### src/rtl/perf_event_monitor.sv
// ============================================================================
// perf_event_monitor
// ----------------------------------------------------------------------------
// Run-control and performance-counter block that sits beside the CPU and the
// caches.  It counts a bounded run of clock cycles and up to NUM_EVENTS
// single-cycle event strobes.  It freezes automatically once the cycle
// counter reaches CYCLE_LIMIT, and every count can be read through an
// addressed, zero-latency read port.
//
// Parameters
//   NUM_EVENTS  : number of event channels (1..15)
//   CNT_WIDTH   : width of every counter (8..32)
//   CYCLE_LIMIT : RUN cycles before auto-freeze, 0 = unlimited
//   ADDR_WIDTH  : read address width, 2^ADDR_WIDTH >= NUM_EVENTS+1
//
// Build option
//   PERF_SATURATE_EN : when defined, counters saturate at all-ones instead of
//                      wrapping to zero.  The overflow flag behaves the same
//                      way in both builds.
//
// Ports
//   CLK      in   system clock, all state changes on posedge
//   RESET    in   asynchronous active-high reset
//   START    in   begin or resume counting (level sampled)
//   STOP     in   manual freeze (level sampled)
//   CLEAR    in   zero all counters and flags, return to IDLE (level sampled)
//   EVENT    in   event strobes, bit k feeds counter k+1
//   RD_ADDR  in   0 = cycle counter, k = event counter k
//   RD_DATA  out  value of the selected counter
//   RD_OVF   out  sticky overflow flag of the selected counter
//   STATE    out  00 IDLE, 01 RUN, 10 FROZEN
//   DONE     out  cycle limit reached
// ============================================================================
module perf_event_monitor #(
    parameter int NUM_EVENTS  = 4,
    parameter int CNT_WIDTH   = 16,
    parameter int CYCLE_LIMIT = 200,
    parameter int ADDR_WIDTH  = 4
) (
    input  logic                  CLK,
    input  logic                  RESET,
    input  logic                  START,
    input  logic                  STOP,
    input  logic                  CLEAR,
    input  logic [NUM_EVENTS-1:0] EVENT,
    input  logic [ADDR_WIDTH-1:0] RD_ADDR,
    output logic [CNT_WIDTH-1:0]  RD_DATA,
    output logic                  RD_OVF,
    output logic [1:0]            STATE,
    output logic                  DONE
);

    // Counter 0 is the cycle counter; counters 1..NUM_EVENTS follow the
    // event channels.
    localparam int NUM_CNT = NUM_EVENTS + 1;

    localparam logic [1:0] IDLE   = 2'b00;
    localparam logic [1:0] RUN    = 2'b01;
    localparam logic [1:0] FROZEN = 2'b10;

    localparam logic [CNT_WIDTH-1:0] LIMIT_VAL = CNT_WIDTH'(CYCLE_LIMIT);
    localparam logic [CNT_WIDTH-1:0] CNT_ONE   = CNT_WIDTH'(1);

    // Parameter sanity checks, reported when the design is elaborated.
    if (CYCLE_LIMIT < 0 || longint'(CYCLE_LIMIT) >= (longint'(1) << CNT_WIDTH)) begin : gBadLimit
        $error("perf_event_monitor: CYCLE_LIMIT %0d does not fit in %0d-bit counter",
               CYCLE_LIMIT, CNT_WIDTH);
    end
    if (NUM_EVENTS < 1 || NUM_EVENTS > 15) begin : gBadEvents
        $error("perf_event_monitor: NUM_EVENTS %0d out of range 1..15", NUM_EVENTS);
    end
    if (CNT_WIDTH < 8 || CNT_WIDTH > 32) begin : gBadWidth
        $error("perf_event_monitor: CNT_WIDTH %0d out of range 8..32", CNT_WIDTH);
    end
    if ((longint'(1) << ADDR_WIDTH) < longint'(NUM_CNT)) begin : gBadAddr
        $error("perf_event_monitor: ADDR_WIDTH %0d too narrow for %0d counters",
               ADDR_WIDTH, NUM_CNT);
    end

    logic [1:0]           state;
    logic                 done;
    logic [CNT_WIDTH-1:0] cnt      [NUM_CNT];
    logic [NUM_CNT-1:0]   ovfFlags;

    logic [CNT_WIDTH-1:0] cntNext  [NUM_CNT];
    logic [NUM_CNT-1:0]   ovfNext;
    logic [NUM_CNT-1:0]   incEn;
    logic                 limitHit;

    logic [CNT_WIDTH-1:0] rdData;
    logic                 rdOvf;

    // Only RUN counts.  The cycle counter always advances in RUN; each event
    // counter advances when its strobe is high, all in parallel.
    assign incEn = (state == RUN) ? {EVENT, 1'b1} : '0;

    // Per-counter increment with overflow detection.  An increment from
    // all-ones sets the sticky flag and either wraps to zero or holds at
    // all-ones, depending on the build.
    always_comb begin
        for (int i = 0; i < NUM_CNT; i++) begin
            cntNext[i] = cnt[i];
            ovfNext[i] = ovfFlags[i];
            if (incEn[i]) begin
                if (&cnt[i]) begin
                    ovfNext[i] = 1'b1;
`ifdef PERF_SATURATE_EN
                    cntNext[i] = cnt[i];
`else
                    cntNext[i] = '0;
`endif
                end else begin
                    cntNext[i] = cnt[i] + CNT_ONE;
                end
            end
        end
    end

    // The limit is reached on the edge where the cycle counter becomes
    // CYCLE_LIMIT, so the freeze and DONE land on that same edge and the
    // events of the limit cycle are still counted.
    assign limitHit = (CYCLE_LIMIT != 0) && incEn[0] && (cntNext[0] == LIMIT_VAL);

    // Run-control state, counters and flags.  CLEAR beats everything else;
    // within a state STOP beats START.  In FROZEN a START is honoured only
    // while DONE is low, so a completed run cannot be extended without CLEAR.
    always_ff @(posedge CLK or posedge RESET) begin
        if (RESET) begin
            state    <= IDLE;
            done     <= 1'b0;
            ovfFlags <= '0;
            for (int i = 0; i < NUM_CNT; i++) begin
                cnt[i] <= '0;
            end
        end else if (CLEAR) begin
            state    <= IDLE;
            done     <= 1'b0;
            ovfFlags <= '0;
            for (int i = 0; i < NUM_CNT; i++) begin
                cnt[i] <= '0;
            end
        end else begin
            ovfFlags <= ovfNext;
            for (int i = 0; i < NUM_CNT; i++) begin
                cnt[i] <= cntNext[i];
            end
            case (state)
                IDLE: begin
                    if (START && !STOP) begin
                        state <= RUN;
                    end
                end
                RUN: begin
                    if (STOP || limitHit) begin
                        state <= FROZEN;
                    end
                    if (limitHit) begin
                        done <= 1'b1;
                    end
                end
                FROZEN: begin
                    if (START && !STOP && !done) begin
                        state <= RUN;
                    end
                end
                default: begin
                    state <= IDLE;
                end
            endcase
        end
    end

    // Combinational read port straight off the registers, so a read in the
    // same cycle as an update shows the pre-edge value.  Addresses past the
    // last event counter read as zero.
    always_comb begin
        rdData = '0;
        rdOvf  = 1'b0;
        for (int i = 0; i < NUM_CNT; i++) begin
            if (RD_ADDR == ADDR_WIDTH'(i)) begin
                rdData = cnt[i];
                rdOvf  = ovfFlags[i];
            end
        end
    end

    assign RD_DATA = rdData;
    assign RD_OVF  = rdOvf;
    assign STATE   = state;
    assign DONE    = done;

endmodule

### config.mk
export PLATFORM = sky130hd
export DESIGN_NAME = perf_event_monitor
export DESIGN_NICKNAME = d
export VERILOG_FILES = /design/src/rtl/perf_event_monitor.sv
export SDC_FILE = /design/constraint.sdc
export NUM_CORES = 1
export LEC_CHECK = 0
export BUFFER_PORTS_ARGS = -buffer_cell sky130_fd_sc_hd__buf_4
export CORE_MARGIN = 2
export CORE_UTILIZATION = 27
export CTS_CLUSTER_DIAMETER = 30
export DETAILED_ROUTE_END_ITERATION = 6
export SLEW_MARGIN = 20
export SYNTH_ARGS = -nofsm -noshare
export SYNTH_HDL_FRONTEND = slang
export SYNTH_SLANG_ARGS = --single-unit
export TNS_END_PERCENT = 30
### constraint.sdc
create_clock -name CLK -period 3.6 [get_ports CLK]
set_clock_uncertainty 0.2 [all_clocks]
set_input_delay 0.54 -clock CLK [delete_from_list [all_inputs] [get_ports CLK]]
set_output_delay 0.54 -clock CLK [all_outputs]
set_load 0.005 [all_outputs]
==> impl_results.md, run 1 <==
* Gr ovfl total at 0
* RSZ-0062 raised after global routing: no
* Post-synth EDFFs at 0
* Critical path arrival at 2.26 ns
* Final setup vio count at 0
* Die extent in y at 144.1 um
* DR WL met3 at 1098 um
* Core area at 19330 um2
* Vias/cell at 5.163
* Fin nets at 649
* Yosys cell types at 58
* CTS tree: built
* DRT met1 WL at 7044 um
* Hold crit path type: in2async
* Cell count after synthesis at 607
* CP Buf/Inv Count at 2
* Pin slew with the least headroom to its limit at 1.065 ns
* Synth area leaders: dfrtp_1 (42%), nor2_1 (7.2%), xor2_1 (5.9%)
* Routed wire per std cell at 16.78 um
* Post-Route WL at 15060 um
* Routability cong. at 0.8537
* Via count at 4636
* GRT Total Usage at 15.10%
* CP max FO at 17
* Crit-path cells: buf_4 -> nor3b_2 -> a222oi_1 -> a21oi_1 -> buf_4
* Initial DRC Count at 590
* Setup slack, reg-to-reg at 0.76 ns
* Fin. Hold Viols at 0
* Fmax achieved at 333.3 MHz
* Clock tree buffer depth at 2
* Clock Latency Late Sink at 0.35 ns
* Post-synth top area cell: dfrtp_1
* Ys async rst share at 100.0%
* CTS sink count at 88
* Status: finished with violations
* FILL cells at 2035
* Total CTS buffers at 9
* Critical Path RT at 2.86 ns
* CP delay by family, top: simple AND/OR/NAND/NOR gates
* Dpl hpwl at 10950 um
* Port buffer count at 32
* Die area at 20770 um2
* Drt first pass iters at 7
* Setup bufs post-CTS at 0
* Synth Area per Inst at 8.732 um2
* Cts repair resizes at 0
* Vias in the first global route at 4232
* Power Density at 327.2 nW/um2
* Initial antenna violation count at 0
* First-pass GRT wire length at 23900 um
* Failing checks: design-rule violations
* Tcrit/Tclk final at 83.35%
* Max incr delay on CP at 0.86 ns
* Pin count of the biggest net entering global routing at 39
* Slew HR at 28.68%
* I/O pins at 33
* Post-synth net total at 626
* Cell leakage power at 0.002544 uW
* Nature of the critical path startpoint: input pin
* Drt drc at 9
* Crit path kind: in2out
* Main synth FF type: dfrtp_1
* Hold slack at 0.07508 ns
* Final min period at 3.001 ns
* Most frequent CP cell: buf_4
* Row Count at 51
* Sequential share of the synthesized area at 41.55%
* Mapped cell area at 5300 um2
* CTS clock-pin slew for the worst setup and hold paths at 0.06 ns
* # diodes at 0
* H-tree levels at 3
* Peak supply drop at 0.0002185 V
* Setup_tns at 0 ns
* Max Cap Violations at 0
* Max-slew violations at 0
* Number of synthesized register bits at 88
* Slowest cell on crit path: nor3b_2
* Post-route ant nets at 0
* CTS root buf: clkbuf_16
* Hold buffers post-CTS at 0
* Synth warn at 0
* Critical Path End Type: primary output
* Area grow syn2layout at 15.04%
* Uppermost routed layer: met4
* Die width at 144.1 um
* Layout cell share with drive strength beyond 1 at 13.59%
* Share of the synthesized area in the top cell type at 41.55%
* Met2 wire length at 6726 um
* Initial core utilization at 27.41%
[per-stage QoR]
| step | cell area, um2 | instances | power [uW] | utilization [%] | worst slack, ns |
|---|---|---|---|---|---|
| final | 6097 | 898 | 1995 | 31.53 | 0.5993 |
| after detailed placement | 5842 | 884 | 1160 | 30.21 | 0.6936 |
| after CTS | 6097 | 898 | 2018 | 31.53 | 0.6877 |
| after floorplan | 5300 | 607 | 1102 | - | 0.5814 |
| after global placement | 5842 | 884 | 1160 | 30.21 | 0.6269 |
| after global routing | 6097 | 898 | 2071 | 31.53 | 0.4306 |
[layout by cell type, fill, tap and decap left out, types with 3 or more instances in the layout]
cell         n
o21ai_0     18
nor3_1       5
nand2_1     75
nand3_1     27
a222oi_1    17
and4_1       4
nand3b_1     4
or3_1        5
nor3_2       3
a21oi_1     26
nor4_1       5
xnor2_1     22
a31oi_1      3
ha_1         6
o21ai_1      5
and3_1      10
clkbuf_16    9
and2_1       5
buf_4       42
and3b_1      4
nor2_1     102
o31ai_1      8
xor2_1      36
clkbuf_1     3
mux2_2      17
nand4_1     24
inv_1       12
nand2b_1     3
dfrtp_1     88
[per-layer routing]
layer  track usage (%)  up-vias
met5                 0        -
met4             3.870        0
met3             3.444       12
met2             23.33      157
met1             21.34     2259
li1                  -     2208
[worst register-to-register path, stage by stage, from the launching register on]
cell	delay [ns]
dfrtp_1	0.65
nand4_4	0.28
nor3_2	0.38
mux2_2	0.37
o31ai_1	0.39
a41oi_2	0.21
o211a_1	0.25
[cell type report]
cell class / instances / area, um2 / share of cell area, %
clock buffers: 13 / 250.2 / 4.104
clock inverters: 1 / 5.005 / 0.08208
inverters: 14 / 53.80 / 0.8824
multi-input cells: 475 / 2939 / 48.20
flip-flops and latches: 88 / 2202 / 36.12
well taps: 265 / 331.6 / 5.438
repair buffers: 42 / 315.3 / 5.171
[where the power goes]
group,total (uW),internal [uW],switching (uW)
clock,854,479,376
combinational,129,42.3,87.1
sequential,1010,996,14.9
[cell families (layout without fill, tap and decap cells)]
logic type | Yosys count | count (layout) | share of synthesized area, %
AO/OA/AOI/OAI | 98 | 98 | 12.82
XOR/XNOR | 58 | 58 | 9.584
adder cells (fa/ha/maj) | 6 | 6 | 1.416
buffers and inverters | 44 | 70 | 3.329
flip-flops | 88 | 88 | 41.55
multiplexers | 18 | 18 | 3.801
AND/OR/NAND/NOR | 295 | 295 | 27.50
[worst paths after layout]
path / from / end / depth (start not counted)
max in group asynchronous: RESET / cnt[48] / 3
min in group CLK: STOP / STATE[0] / 3
worst min-delay path: RESET / cnt[19] / 2
worst max register to register: cnt[66] / STATE[0] / 6
worst max-delay path: RD_ADDR[3] / RD_OVF / 5
worst min register to register: ovfFlags[4] / ovfFlags[4] / 2
[flip-flops by register name (all words and copies together) (netlist names)]
signal / count
STATE: 2
DONE: 1
ovfFlags: 5
cnt: 80
[Yosys cell counts, types with 6 or more instances]
library cell,count
inv_1,13
nor4_1,6
o31ai_1,8
nand4_1,24
nor2_1,102
dfrtp_1,88
clkbuf_1,21
nand3_1,27
xor2_1,36
and3_1,10
o21ai_0,18
a21oi_1,26
mux2_2,17
nand2_1,75
ha_1,6
a222oi_1,17
buf_2,9
xnor2_1,22
No activity file was read; power rests on OpenSTA's default activity.
==> inputs of run 2 (changes only) <==
==> constraint.sdc (replaced) <==
create_clock -name CLK -period 2.75 [get_ports CLK]
set_clock_uncertainty 0.2 [all_clocks]
set_input_delay 0.4125 -clock CLK [delete_from_list [all_inputs] [get_ports CLK]]
set_output_delay 0.4125 -clock CLK [all_outputs]
set_load 0.005 [all_outputs]
==> impl_results.md, run 2 (synthesized netlist as in run 1, its figures left out) <==
* Initial antenna violation count at 0 (unchanged)
* Placed cell area at 5929 um2 (was 5842 um2)
* Slew HR at 57.43% (was 28.68%)
* Area grow syn2layout at 17.94% (was 15.04%)
* Port buffer count at 32 (unchanged)
* Core area at 19330 um2 (unchanged)
* Worst r2r dst: STATE[1] (was STATE[0])
* Worst slack at placement at 0.2583 ns (was 0.6936 ns)
* Vias in the first global route at 4270 (was 4232)
* CTS sink count at 88 (unchanged)
* Nature of the critical path startpoint: flip-flop (was input pin)
* RSZ-0062 raised after global routing: no (unchanged)
* Clock Latency Late Sink at 0.35 ns (about the same)
* Routed wire per std cell at 16.36 um (was 16.78 um)
* Fin nets at 657 (was 649)
* Die width at 144.1 um (unchanged)
* Post-route ant nets at 0 (unchanged)
* Die extent in y at 144.1 um (unchanged)
* Setup bufs post-CTS at 0 (unchanged)
* Pin count of the biggest net entering global routing at 89 (was 39)
* Largest Register: cnt (unchanged)
* Fin. Hold Viols at 19 (was 0)
* Hold buffers post-CTS at 0 (unchanged)
* R2R cell count at 7 (was 6)
* Pin slew with the least headroom to its limit at 0.6327 ns (was 1.065 ns)
* Design Area, Final at 6251 um2 (was 6097 um2)
* Failing checks: negative hold slack (was design-rule violations)
* Most frequent cells in the layout: nor2_1 (102), dfrtp_1 (88), nand2_1 (75), buf_4 (48), xor2_1 (36) (was nor2_1 (102), dfrtp_1 (88), nand2_1 (75), buf_4 (42), xor2_1 (36))
* Gr ovfl total at 0 (unchanged)
* Largest register FFs at 80 (unchanged)
* Cell leakage power at 0.002624 uW (was 0.002544 uW)
* Status: finished with violations (unchanged)
* Clock tree buffer depth at 2 (unchanged)
* Max Cap Violations at 0 (unchanged)
* Final min period at 2.496 ns
* Crit path kind: reg2reg (was in2out)
* Dpl hpwl at 10770 um (was 10950 um)
* CTS root buf: clkbuf_16 (unchanged)
* # diodes at 0 (unchanged)
* Setup_tns at 0 ns (unchanged)
* Routability cong. at 0.8818 (was 0.8537)
* CTS clock-pin slew for the worst setup and hold paths at 0.06 ns (about the same)
* Setup slack, reg-to-reg at 0.25 ns (was 0.76 ns)
* CP max FO at 9 (was 17)
* Drt drc at 0 (was 9)
* Slowest cell on crit path: dfrtp_1 (was nor3b_2)
* Layout cell share with drive strength beyond 1 at 15.40% (was 13.59%)
* Initial DRC Count at 452 (was 590)
* Critical path arrival at 2.55 ns (was 2.26 ns)
* Tcrit/Tclk final at 90.77%
* End point of the critical path: STATE[1] (was RD_OVF)
* Post-Route WL at 14860 um (was 15060 um)
* GRT Total Usage at 15.01% (was 15.10%)
* H-tree levels at 3 (unchanged)
* Commonest non-fill, non-tap cell in the layout: nor2_1 (unchanged)
* Die area at 20770 um2 (unchanged)
* Drt first pass iters at 7 (unchanged)
* Initial core utilization at 27.41% (unchanged)
* Max incr delay on CP at 0.49 ns (was 0.86 ns)
* Placed Cells at 892 (was 884)
* Crit-path cells: ha_1 -> nand3b_1 -> nor3_2 -> mux2_2 -> o31ai_1 -> a41oi_2 -> a221oi_1 (was buf_4 -> nor3b_2 -> a222oi_1 -> a21oi_1 -> buf_4)
* Final worst slack at 0.2538 ns (was 0.5993 ns)
* Vias/cell at 5.040 (was 5.163)
* I/O pins at 33 (unchanged)
* Peak supply drop at 0.0002808 V (was 0.0002185 V)
* CTS tree: built (unchanged)
* Fmax achieved at 400.6 MHz
* Critical Path End Type: flip-flop (was primary output)
* Power Density at 453.1 nW/um2 (was 327.2 nW/um2)
* Total CTS buffers at 9 (unchanged)
* Row Count at 51 (unchanged)
* Via count at 4576 (was 4636)
* Max-slew violations at 0 (unchanged)
* First-pass GRT wire length at 23890 um (was 23900 um)
* Final setup vio count at 0 (unchanged)
* Launch point of the worst path: cnt[64] (was RD_ADDR[3])
* Worst R2R Start: cnt[64] (was cnt[66])
* Hold crit path type: in2async (unchanged)
* Post-route insts no fill at 908 (was 898)
* Hold slack at -0.01146 ns (was 0.07508 ns)
* Cts repair resizes at 0 (unchanged)
* Critical Path RT at 2.80 ns (was 2.86 ns)
-- run 2: changes by cell type in the layout (fill, tap and decap cells not counted) --
cell,before,now
bufinv_16,0,2
clkbuf_1,3,0
clkinvlp_4,0,2
clkinv_2,2,3
buf_4,42,48
buf_12,0,2
-- run 2: final cells by class --
cell class	count	area, um2
fillers	1990	13080
multi-input cells	475	2939
flip-flops and latches	88	2202
repair buffers	50	400.4
well taps	265	331.6
clock buffers	10	239.0
clock inverters	6	82.58
inverters	14	56.30
-- run 2: per-layer routing --
layer / wire length (um) / global-route usage (%) / share of wire [%] / vias to the layer above
li1: - / - / - / 2225
met3: 642 / 2.450 / 4.3 / 22
met4: 310 / 5.470 / 2.1 / 0
met1: 7175 / 21.49 / 48 / 2216
met5: 0 / 0 / 0 / -
met2: 6728 / 22.81 / 45 / 113
-- run 2: power breakdown --
group | total [uW] | internal [uW] | switching (uW)
sequential | 1320 | 1300 | 17.2
clock | 1330 | 816 | 519
combinational | 176 | 61.3 | 115
-- run 2: critical path, delay by kind of cell, from the launching register on --
kind / cells / cell delay [ns]
mux: 1 / 0.35
fa+ha+maj: 1 / 0.24
flops: 1 / 0.49
simple gates: 2 / 0.32
compound gates: 3 / 0.79
-- run 2: worst min-delay path by stage --
stage	from	to	slack, ns	depth (start not counted)
floorplan	ovfFlags[3]	ovfFlags[3]	0.26	2
global placement	ovfFlags[4]	ovfFlags[4]	0.29	2
detailed placement	ovfFlags[4]	ovfFlags[4]	0.30	2
CTS	RESET	cnt[68]	0.02	3
global route	RESET	cnt[19]	0.05	3
finish	RESET	cnt[20]	-0.01	3
-- run 2: through the flow --
step | util, % | total power [uW]
floorplan | - | 1443
global placement | 30.67 | 1523
detailed placement | 30.67 | 1522
CTS | 32.33 | 2863
global route | 32.33 | 2943
finish | 32.33 | 2832
==> inputs of run 3 (changes only) <==
--- a/config.mk
+++ b/config.mk
@@ -5,6 +5,7 @@
 export SDC_FILE = /design/constraint.sdc
 export NUM_CORES = 1
 export LEC_CHECK = 0
+export ABC_AREA = 1
 export BUFFER_PORTS_ARGS = -buffer_cell sky130_fd_sc_hd__buf_4
 export CORE_MARGIN = 2
 export CORE_UTILIZATION = 27
==> impl_results.md, run 3 <==
* Most common cell in the netlist: nand2_1 (was nor2_1)
* Layout cell share with drive strength beyond 1 at 11.07% (was 15.40%)
* Core area at 19530 um2 (was 19330 um2)
* Pin slew with the least headroom to its limit at 0.5496 ns (was 0.6327 ns)
* Crit path kind: in2out (was reg2reg)
* CP max FO at 14 (was 9)
* Ys async rst share at 100.0% (unchanged)
* Routability cong. at 0.9325 (was 0.8818)
* Post-synth top area cell: dfrtp_1 (unchanged)
* Die extent in y at 145.2 um (was 144.1 um)
* Critical Path End Type: primary output (was flip-flop)
* Sw frac at 25.63% (was 23.00%)
* Clock share of power at 40.5% (was 47.1%)
* Setup_tns at 0 ns (unchanged)
* Comb pwr share at 10.2% (was 6.2%)
* Largest register FFs at 80 (unchanged)
* Post-synth top cells: nand2_1 (147), inv_1 (107), nor2_1 (91) (was nor2_1 (102), dfrtp_1 (88), nand2_1 (75))
* Slew HR at 63.27% (was 57.43%)
* Pin count of the biggest net entering global routing at 45 (was 89)
* Routed wire per std cell at 14.89 um (was 16.36 um)
* Total CTS buffers at 9 (unchanged)
* Most frequent cells in the layout: nand2_1 (147), inv_1 (106), nor2_1 (91), dfrtp_1 (88), nand3_1 (51) (was nor2_1 (102), dfrtp_1 (88), nand2_1 (75), buf_4 (48), xor2_1 (36))
* Setup bufs post-CTS at 0 (unchanged)
* Post-route ant nets at 0 (unchanged)
* Psw at 709.4 uW (was 651.3 uW)
* Initial core utilization at 27.58% (was 27.41%)
* Placed Cells at 1037 (was 892)
* H-tree levels at 3 (unchanged)
* Internal at 2059 uW (was 2181 uW)
* CP delay by family, top: simple AND/OR/NAND/NOR gates (was compound AO/OA/AOI/OAI gates)
* Final min period at 2.514 ns (was 2.496 ns)
* Number of synthesized register bits at 88 (unchanged)
* Dpl hpwl at 12270 um (was 10770 um)
* Via count at 5096 (was 4576)
* Commonest non-fill, non-tap cell in the layout: nand2_1 (was nor2_1)
* Area grow syn2layout at 16.89% (was 17.94%)
* GRT Total Usage at 15.39% (was 15.01%)
* Post-synth EDFFs at 0 (unchanged)
* I/O pins at 33 (unchanged)
* CTS tree: built (unchanged)
* Synth Area per Inst at 7.307 um2 (was 8.732 um2)
* Sequential share of the synthesized area at 40.89% (was 41.55%)
* Port buffer count at 32 (unchanged)
* CTS root buf: clkbuf_16 (unchanged)
* CTS clock-pin slew for the worst setup and hold paths at 0.06 ns (about the same)
* Clock Latency Late Sink at 0.34 ns (was 0.35 ns)
* Critical path arrival at 1.90 ns (was 2.55 ns)
* Synth area leaders: dfrtp_1 (41%), nand2_1 (10%), inv_1 (7.5%) (was dfrtp_1 (42%), nor2_1 (7.2%), xor2_1 (5.9%))
* Worst slack at placement at 0.2479 ns (was 0.2583 ns)
* Yosys cell types at 45 (was 58)
* Status: finished, final reports clean (was finished with violations)
* Crit-path cells: buf_4 -> nor2_1 -> nand2_1 -> o21ai_0 -> a21oi_1 -> o211ai_1 -> buf_4 (was ha_1 -> nand3b_1 -> nor3_2 -> mux2_2 -> o31ai_1 -> a41oi_2 -> a221oi_1)
* Synth warn at 0 (unchanged)
* Final worst slack at 0.2358 ns (was 0.2538 ns)
* Nature of the critical path startpoint: input pin (was flip-flop)
* Vias/cell at 4.849 (was 5.040)
* Final setup vio count at 0 (unchanged)
* Post-synth net total at 756 (was 626)
* Tcrit/Tclk final at 91.42% (was 90.77%)
* Die area at 21090 um2 (was 20770 um2)
* Critical Path RT at 2.14 ns (was 2.80 ns)
* Share of the synthesized area in the top cell type at 40.89% (was 41.55%)
* Gr ovfl total at 0 (unchanged)
* Mapped cell area at 5385 um2 (was 5300 um2)
* # diodes at 0 (unchanged)
* Cell leakage power at 0.002626 uW (was 0.002624 uW)
* Most frequent CP cell: buf_4
* Cts repair resizes at 0 (unchanged)
* Cell count after synthesis at 737 (was 607)
* CTS sink count at 88 (unchanged)
* Row Count at 51 (unchanged)
* FF+latch area at 2202 um2 (unchanged)
* Largest Register: cnt (unchanged)
* FILL cells at 2126 (was 1990)
* Peak supply drop at 0.0003003 V (was 0.0002808 V)
* Fin nets at 803 (was 657)
* Hold crit path type: in2reg (was in2async)
* Max Cap Violations at 0 (unchanged)
* Slowest cell on crit path: nand2_1 (was dfrtp_1)
* Max-slew violations at 0 (unchanged)
* Drt drc at 0 (unchanged)
* CP Buf/Inv Count at 2 (was 0)
* First-pass GRT wire length at 26020 um (was 23890 um)
* Initial DRC Count at 453 (was 452)
* Power Density at 439.8 nW/um2 (was 453.1 nW/um2)
* Fin. Hold Viols at 0 (was 19)
* Main synth FF type: dfrtp_1 (unchanged)
* Clock tree buffer depth at 2 (unchanged)
* Multi-input combinational cell area at 2681 um2 (was 2939 um2)
* Initial antenna violation count at 0 (unchanged)
* Fmax achieved at 397.7 MHz (was 400.6 MHz)
* Die width at 145.2 um (was 144.1 um)
* Vias in the first global route at 4954 (was 4270)
* Sequential share of power at 49.3% (was 46.7%)
* Drt first pass iters at 5 (was 7)
* RSZ-0062 raised after global routing: no (unchanged)
* Max incr delay on CP at 0.40 ns (was 0.49 ns)
* Post-Route WL at 15650 um (was 14860 um)
* Hold buffers post-CTS at 1 (was 0)
* Post-route insts no fill at 1051 (was 908)
run 3: changes by cell type after synthesis, moves of 18 or more:
cell,change
inv_1,+94
nand2_1,+72
nand3_1,+24
a21oi_1,+23
xor2_1,-20
o21ai_0,+18
xnor2_1,-18
run 3: cell families after synthesis:
| family | after synthesis | share of synthesized area, % |
|---|---|---|
| simple gates | 356 | 30.04 |
| compound gates | 139 | 14.92 |
| buf+inv | 127 | 9.317 |
| flops | 88 | 40.89 |
| xor+xnor | 20 | 3.253 |
| fa+ha+maj | 6 | 1.394 |
| mux | 1 | 0.1859 |
run 3: path summary, 6_finish.rpt:
path,startpoint,endpoint,slack (ns),depth (start not counted)
max reg2reg,STATE[1],STATE[1],0.40,12
min,STOP,STATE[0],0.19,4
max in group asynchronous,RESET,cnt[73],1.42,4
max,RD_ADDR[1],RD_DATA[2],0.24,7
min in group asynchronous,RESET,cnt[57],0.39,3
min reg2reg,cnt[60],cnt[60],0.29,1
run 3: worst reg2reg max path: stages (launching register included):
cell,delay [ns]
dfrtp_1,0.47
nor2_4,0.39
buf_4,0.22
nand3_1,0.08
nand2_1,0.10
nand3_1,0.08
nor2_1,0.16
nand2_1,0.08
nor2_1,0.14
nand3_1,0.14
nand2_1,0.10
nand3_1,0.07
nand2_1,0.06
run 3: power by group through the flow:
stage	clock network, uW	logic [uW]	registers (uW)
finish	1120	283	1360
global route	1190	318	1370
CTS	1150	285	1360
detailed placement	0	282	1390
global placement	0	281	1390
floorplan	0	182	1370
run 3: metrics by stage:
step / hold slack, ns / power, uW / instance area, um2 / util (%)
after floorplan: 0.2534 / 1556 / 5389 / -
after global placement: 0.1949 / 1669 / 6023 / 30.85
after detailed placement: 0.1926 / 1669 / 6023 / 30.85
after CTS: 0.1798 / 2799 / 6295 / 32.24
after global routing: 0.2055 / 2879 / 6295 / 32.24
final: 0.1903 / 2768 / 6295 / 32.24
run 3: cell type report:
class,count,share of cell area [%]
multi-input combinational,522,42.60
sequential,88,34.98
inverter,113,6.798
timing repair buffer,50,6.202
tap,265,5.267
clock buffer,12,4.075
clock inverter,1,0.07951
run 3: layer usage:
metal / vias to the layer above / part of all wire [%] / GRT usage (%)
li1: 2545 / - / -
met5: - / 0 / 0
met1: 2386 / 49 / 22.01
met2: 128 / 44 / 22.94
met3: 37 / 3.9 / 2.075
met4: 0 / 3.4 / 7.206
